[src/rtl/rca_pipe_if.sv]
// Operand/result bundle for rca_pipe: a valid-qualified operand set in,
// a valid-qualified sum, carry and overflow out.
interface rca_pipe_if #(
    parameter int unsigned W = 16
) ();
    logic         in_valid;
    logic [W-1:0] a;
    logic [W-1:0] b;
    logic         cin;
    logic         sub;
    logic         out_valid;
    logic [W-1:0] s;
    logic         c;
    logic         v;

    modport master (
        output in_valid, a, b, cin, sub,
        input  out_valid, s, c, v
    );

    modport slave (
        input  in_valid, a, b, cin, sub,
        output out_valid, s, c, v
    );
endinterface

[src/rtl/rca_pipe.sv]
// Pipelined ripple-carry add/subtract: W bits split into STAGES chunks of W/STAGES bits,
// with the carry between chunks registered. W must be >= 2 and divisible by STAGES.
module rca_pipe #(
    parameter int unsigned W      = 16,
    parameter int unsigned STAGES = 4
) (
    input  logic       clk,
    input  logic       rst,
    rca_pipe_if.slave  bus
);
    localparam int unsigned K    = W / STAGES;
    localparam int unsigned LAST = STAGES - 1;

    // Register j feeds stage j. Operands ride along whole; stage j only consumes chunk j,
    // which gives chunk i its i-cycle skew, and finished sum chunks ride along as deskew.
    logic [STAGES-1:0] pv;
    logic [W-1:0]      pa [STAGES];
    logic [W-1:0]      pb [STAGES];
    logic [W-1:0]      ps [STAGES];
    logic              pc [STAGES];

    logic [W-1:0]      sum_nxt [STAGES];
    logic              co      [STAGES];

    logic              out_valid_q;
    logic [W-1:0]      s_q;
    logic              c_q;
    logic              v_q;

    always_comb begin
        for (int unsigned j = 0; j < STAGES; j++) begin
            sum_nxt[j] = ps[j];
            {co[j], sum_nxt[j][j*K +: K]} = {1'b0, pa[j][j*K +: K]}
                                          + {1'b0, pb[j][j*K +: K]}
                                          + {{K{1'b0}}, pc[j]};
        end
    end

    always_ff @(posedge clk) begin
        if (rst) begin
            pv          <= '0;
            out_valid_q <= 1'b0;
            s_q         <= '0;
            c_q         <= 1'b0;
            v_q         <= 1'b0;
            for (int unsigned j = 0; j < STAGES; j++) begin
                pa[j] <= '0;
                pb[j] <= '0;
                ps[j] <= '0;
                pc[j] <= 1'b0;
            end
        end else begin
            // Subtract as a + ~b + ~cin, so cin acts as a borrow-in.
            pv[0] <= bus.in_valid;
            if (bus.in_valid) begin
                pa[0] <= bus.a;
                pb[0] <= bus.b ^ {W{bus.sub}};
                pc[0] <= bus.cin ^ bus.sub;
            end

            for (int unsigned j = 1; j < STAGES; j++) begin
                pv[j] <= pv[j-1];
                if (pv[j-1]) begin
                    pa[j] <= pa[j-1];
                    pb[j] <= pb[j-1];
                    ps[j] <= sum_nxt[j-1];
                    pc[j] <= co[j-1];
                end
            end

            out_valid_q <= pv[LAST];
            if (pv[LAST]) begin
                s_q <= sum_nxt[LAST];
                c_q <= co[LAST];
                // Carry into the MSB is recovered as a ^ b ^ sum at that bit.
                v_q <= pa[LAST][W-1] ^ pb[LAST][W-1] ^ sum_nxt[LAST][W-1] ^ co[LAST];
            end
        end
    end

    assign bus.out_valid = out_valid_q;
    assign bus.s         = s_q;
    assign bus.c         = c_q;
    assign bus.v         = v_q;
endmodule

[src/flat_wrapper.sv]
// flat-port wrapper written by rule: the top's interface ports become plain ports
module rca_pipe_flat 
#(
    parameter int unsigned W      = 16,
    parameter int unsigned STAGES = 4
)
  (clk, rst, bus_in_valid, bus_a, bus_b, bus_cin, bus_sub, bus_out_valid, bus_s, bus_c, bus_v);
  rca_pipe_if #(.W(W)) bus_i ();
  input  logic clk;
  input  logic rst;
  input wire logic [$bits(bus_i.in_valid)-1:0] bus_in_valid;
  input wire logic [$bits(bus_i.a)-1:0] bus_a;
  input wire logic [$bits(bus_i.b)-1:0] bus_b;
  input wire logic [$bits(bus_i.cin)-1:0] bus_cin;
  input wire logic [$bits(bus_i.sub)-1:0] bus_sub;
  output wire logic [$bits(bus_i.out_valid)-1:0] bus_out_valid;
  output wire logic [$bits(bus_i.s)-1:0] bus_s;
  output wire logic [$bits(bus_i.c)-1:0] bus_c;
  output wire logic [$bits(bus_i.v)-1:0] bus_v;
  assign bus_i.in_valid = bus_in_valid;
  assign bus_i.a = bus_a;
  assign bus_i.b = bus_b;
  assign bus_i.cin = bus_cin;
  assign bus_i.sub = bus_sub;
  assign bus_out_valid = bus_i.out_valid;
  assign bus_s = bus_i.s;
  assign bus_c = bus_i.c;
  assign bus_v = bus_i.v;
  rca_pipe #(.W(W), .STAGES(STAGES)) u_core (.clk(clk), .rst(rst), .bus(bus_i));
endmodule
[config.mk]
export PLATFORM = sky130hd
export DESIGN_NAME = rca_pipe_flat
export DESIGN_NICKNAME = d
export VERILOG_FILES = /design/src/rtl/rca_pipe_if.sv /design/src/rtl/rca_pipe.sv /design/src/flat_wrapper.sv
export SDC_FILE = /design/constraint.sdc
export NUM_CORES = 1
export LEC_CHECK = 0
export ABC_CLOCK_PERIOD_IN_PS = 2500
export CELL_PAD_IN_SITES_DETAIL_PLACEMENT = 2
export CELL_PAD_IN_SITES_GLOBAL_PLACEMENT = 2
export CORE_AREA = 2 2 117 119
export CTS_BUF_LIST = sky130_fd_sc_hd__clkbuf_2 sky130_fd_sc_hd__clkbuf_4 sky130_fd_sc_hd__clkbuf_8
export DETAILED_ROUTE_END_ITERATION = 10
export DIE_AREA = 0 0 119 121
export PLACE_DENSITY = 0.77
export RECOVER_POWER = 25
export SETUP_SLACK_MARGIN = 0.1
export SKIP_LAST_GASP = 1
export SLEW_MARGIN = 20
export SYNTH_ARGS = -nofsm -noshare
export SYNTH_HDL_FRONTEND = slang
export SYNTH_SLANG_ARGS = --single-unit
[constraint.sdc]
create_clock -name clk -period 2.5 [get_ports clk]
set_input_delay 0.5 -clock clk [delete_from_list [all_inputs] [get_ports clk]]
set_output_delay 0.5 -clock clk [all_outputs]
set_load 0.05 [all_outputs]
### After elaboration in Yosys (flattened, before gate mapping)

Memories as Yosys holds them, arrays and structs flattened. A register that Yosys moved wholly into a read port is not among the register bits.
Index checks and enable logic that the tools add are counted.

* memory bits (writable): 196
* output and inout bits: 19
* logic and storage cells: 66
* flip-flop bits (word level): 23
* bits of input ports: 37
* memories kept: 4

Memory list
* u_core.pa: depth 4, width 16, rd ports 4, clocked after Yosys merged registers in 0, wr ports 4, line rca_pipe.sv:17 `logic [W-1:0] pa [STAGES];`
* u_core.pb: depth 4, width 16, rd ports 4, clocked after Yosys merged registers in 0, wr ports 4, line rca_pipe.sv:18 `logic [W-1:0] pb [STAGES];`
* u_core.ps: depth 4, width 16, rd ports 4, clocked after Yosys merged registers in 1, wr ports 4, line rca_pipe.sv:19 `logic [W-1:0] ps [STAGES];`
* u_core.pc: depth 4, width 1, rd ports 4, clocked after Yosys merged registers in 0, wr ports 4, line rca_pipe.sv:20 `logic pc [STAGES];`

* mux-type cells: 29
* bitwise logic cells: 20
* $add $sub $neg: 8

Operators with widths (number)
* $mux 16: 11
* $add 4x4->5: 4
* $add 5x1->5: 4
* $mux 1: 18
* $xor 16x16->16: 1
* $or 1x1->1: 15
* $xor 1x1->1: 4

### Logic depth before layout (Yosys ltp)

* depth after elaboration: 4
* mapped depth: 6
* gate-level depth less buffers: 6

### Least setup slack after synthesis

OpenSTA, ideal clock, no wires.

* path type: reg2reg
* start point: memory u_core.pa[3][12]
* end point: register u_core.v_q (netlist: u_core.bus.v)
* path slack: 586 ps
* library setup time: 79 ps
* clock period less this slack: 1914 ps
* buffers on the path: 0
* stages on the path, launching flop included: 7
* required time: 2421 ps
* arrival time: 1835 ps
* path through: edfxtp_1 -> fa_1 -> fa_1 -> a21o_1 -> a21oi_2 -> xnor2_1 -> a211oi_2

RTL lines
* from (decl): line rca_pipe.sv:17
* to (signal assigned): line rca_pipe.sv:76 `v_q <= pa[LAST][W-1] ^ pb[LAST][W-1] ^ sum_nxt[LAST][W-1] ^ co[LAST];`
* to (decl): line rca_pipe.sv:28 `logic v_q;`

==> results.sh <==
export IMPL_status="completed"
export IMPL_worst_pin_slew_ns=0.7610
export IMPL_drv_slew=0
export IMPL_path_clk_slew_ns=0.07
export IMPL_drtIter0Drc=120
export IMPL_cts_tree="built"
export IMPL_cts_root_buffer="clkbuf_8"
export IMPL_finalHoldViolCount=0
export IMPL_gp_congestion=0.6962
export IMPL_register_area_um2=3704
export IMPL_final_core_utilization_pct=49.55
export IMPL_finalNetCount=498
export IMPL_htree_levels=4
export IMPL_initial_core_util_pct=41.38
export IMPL_ios=56
export IMPL_timing_fmax_mhz=481.2
export IMPL_fin_crit_ns=2.078
export IMPL_dr_pass1_iters=5
export IMPL_synth_avg_cell_area_um2=14.36
export IMPL_vias_per_cell=4.665
export IMPL_ys_types=29
export IMPL_cts_sinks=131
export IMPL_fin_tns_setup_ns=0
export IMPL_ctsHoldBuffers=0
export IMPL_peakVddDrop_mv=0.3058
export IMPL_crit_type="input port to flip-flop"
export IMPL_grt_pass1_vias=3383
export IMPL_die_w_um=119
export IMPL_grt_usage_pct=16.09
export IMPL_grt_max_degree=34
export IMPL_netlist_area_um2=5414
export IMPL_synthCells=377
export IMPL_port_buffers=55
export IMPL_ys_seq_elements=131
export IMPL_cts_buffers=17
export IMPL_row_count=42
export IMPL_crit_fanout=17
export IMPL_clock_path_buffers=2
export IMPL_route_detailed_drc=0
export IMPL_via_count=2934
export IMPL_hold_path_class="flip-flop to flip-flop"
export IMPL_critPathTopFamily="buffers and inverters"
export IMPL_antenna_found_initial=0
export IMPL_ant_nets=0
export IMPL_cts_resized=0
export IMPL_clock_latency_ns=0.43
export IMPL_cpPeakStageDelay_ns=0.75
export IMPL_p_leak_nw=2.478
export IMPL_layout_drive_gt1_share_pct=9.051
export IMPL_syn_nets=434
export IMPL_skew_ns=0.01531
export IMPL_cp_num_buf_inv=2
export IMPL_crit_path_top_delay_cell="dlygate4sd3_1"
export IMPL_dp_hpwl_mm=7.556
export IMPL_n_fill_cell=1242
export IMPL_cp_required_ns=2.63
export IMPL_relSlewSlack_pct=49.26
export IMPL_finalSetupViolations=0
export IMPL_arrival_ns=2.21
export IMPL_diodes=0
export IMPL_post_cts_buffers=0
export IMPL_rsz0062_at_grt="no"
export IMPL_crit_path_start_kind="input port"
export IMPL_area_growth_pct=19.76
export IMPL_core_region_area_um2=13090
export IMPL_yosys_warnings=0
export IMPL_powerDensity_nw_per_um2=692.2
export IMPL_grt_pass1_wl_mm=17.28
export IMPL_overflow=0
export IMPL_max_cap_violations=0
export IMPL_fp_dieH_um=121
export IMPL_crit_chain="dlygate4sd3_1 > nand2b_1 > clkbuf_1 > nor2_1"
export IMPL_fin_crit_sh_pct=83.13
export IMPL_seq_area_frac_synth_pct=68.41
export IMPL_wire_per_inst_um=16.65
export IMPL_multi_input_area_um2=1555
export IMPL_drt_total_wl_mm=10.47
export IMPL_end_kind="flip-flop"
export IMPL_die_area_um2=14400
-- placed cells by master, fill, tap and decap left out, drive strengths merged --
cell           instances
nor3                   3
a21boi                 1
clkbuf                27
xnor2                 21
ha                    12
bufinv                 1
buf                    3
and2                  79
clkinv                 5
a211oi                 3
fa                     8
edfxtp               108
clkdlybuf4s50         54
nor2                  41
o21ai                  3
or2                    4
dfxtp                 23
a21o                   6
nor3b                  2
mux2i                 14
a21oi                  7
xor2                   2
nand2b                 4
nor2b                  6
inv                   15
dlygate4sd3            1
-- metal layers --
metal | vias to the layer above | global-route usage (%) | wire length, um
li1 | 1403 | - | -
met1 | 1441 | 15.13 | 3806
met2 | 68 | 32.11 | 6057
met3 | 22 | 4.417 | 364
met4 | 0 | 6.920 | 245
met5 | - | 0 | 0
-- state kept, by name (all words and copies together), names as in the netlist --
| name | cells |
|---|---|
| u_core.bus.c | 1 |
| u_core.bus.out_valid | 1 |
| u_core.bus.s | 16 |
| u_core.bus.v | 1 |
| u_core.pa | 40 |
| u_core.pb | 40 |
| u_core.pc | 4 |
| u_core.ps | 24 |
| u_core.pv | 4 |
-- cell type report --
type | instances | share of cell area [%]
clock buffer | 25 | 4.824
clock inverter | 6 | 0.8491
inverter | 15 | 0.8684
multi-input combinational | 216 | 23.99
sequential | 131 | 57.12
tap | 176 | 3.396
timing repair buffer | 60 | 8.954
-- stage by stage --
| step | power [mW] | area, um^2 | setup WS (ns) | std cells | hold WS, ns |
|---|---|---|---|---|---|
| 4_1_cts | 4.540 | 6506 | 0.3774 | 629 | 0.4947 |
| 3_3_place_gp | 2.837 | 6138 | 0.3344 | 598 | 0.4609 |
| 2_1_floorplan | 2.727 | 5414 | 0.5856 | 377 | 0.4563 |
| 6_report | 4.488 | 6484 | 0.4218 | 629 | 0.4857 |
| 5_1_grt | 4.671 | 6484 | 0.3119 | 629 | 0.5349 |
| 3_5_place_dp | 2.871 | 6138 | 0.2833 | 598 | 0.4778 |
-- cells by family after synthesis --
logic type | share of synthesized area [%]
xor gates and xnor gates | 3.721
muxes | 2.588
DFF | 68.41
buffers and inverters | 2.589
AOI/OAI and AO/OA | 2.542
adders and majority gates | 5.731
and+or+nand+nor | 14.42
-- synth_stat cells --
cell type | instances | area share [%]
a211oi_1 | 2 | 0.28
a211oi_2 | 1 | 0.23
a21boi_0 | 1 | 0.14
a21o_1 | 6 | 0.83
a21oi_1 | 5 | 0.46
a21oi_2 | 2 | 0.32
and2_1 | 79 | 9.1
buf_2 | 8 | 0.74
buf_4 | 2 | 0.28
buf_6 | 1 | 0.21
clkbuf_1 | 2 | 0.14
clkbuf_2 | 2 | 0.18
dfxtp_1 | 23 | 8.5
edfxtp_1 | 108 | 60
fa_1 | 8 | 3.0
ha_1 | 12 | 2.8
inv_1 | 13 | 0.90
inv_2 | 2 | 0.14
mux2i_1 | 14 | 2.6
nand2b_1 | 2 | 0.23
nand2b_4 | 2 | 0.51
nor2_1 | 41 | 2.8
nor2b_1 | 6 | 0.69
nor3_1 | 3 | 0.28
nor3b_1 | 2 | 0.28
o21ai_0 | 3 | 0.28
or2_2 | 4 | 0.46
xnor2_1 | 21 | 3.4
xor2_1 | 2 | 0.32
-- tightest hold or removal path, cell delays in order (launching register included) --
cell and delay (ns):
edfxtp_1 0.32, mux2i_1 0.06, nor2_1 0.07
-- worst paths after layout --
path / start / end / slack (ns) / cells after the start
worst max-delay path: rst / u_core.pb[0][11] / 0.42 / 4
worst min register to register: u_core.ps[3][1] / u_core.bus.s[1] / 0.49 / 2
worst min-delay path: u_core.ps[3][1] / u_core.bus.s[1] / 0.49 / 2
worst max register to register: u_core.pa[3][12] / u_core.bus.v / 0.45 / 6
-- where the power goes --
group          switching [mW]  internal (mW)
clock                   0.764          0.908
sequential             0.0394           2.47
combinational           0.165          0.140
Note: power is estimated with default switching activity, not from simulation.
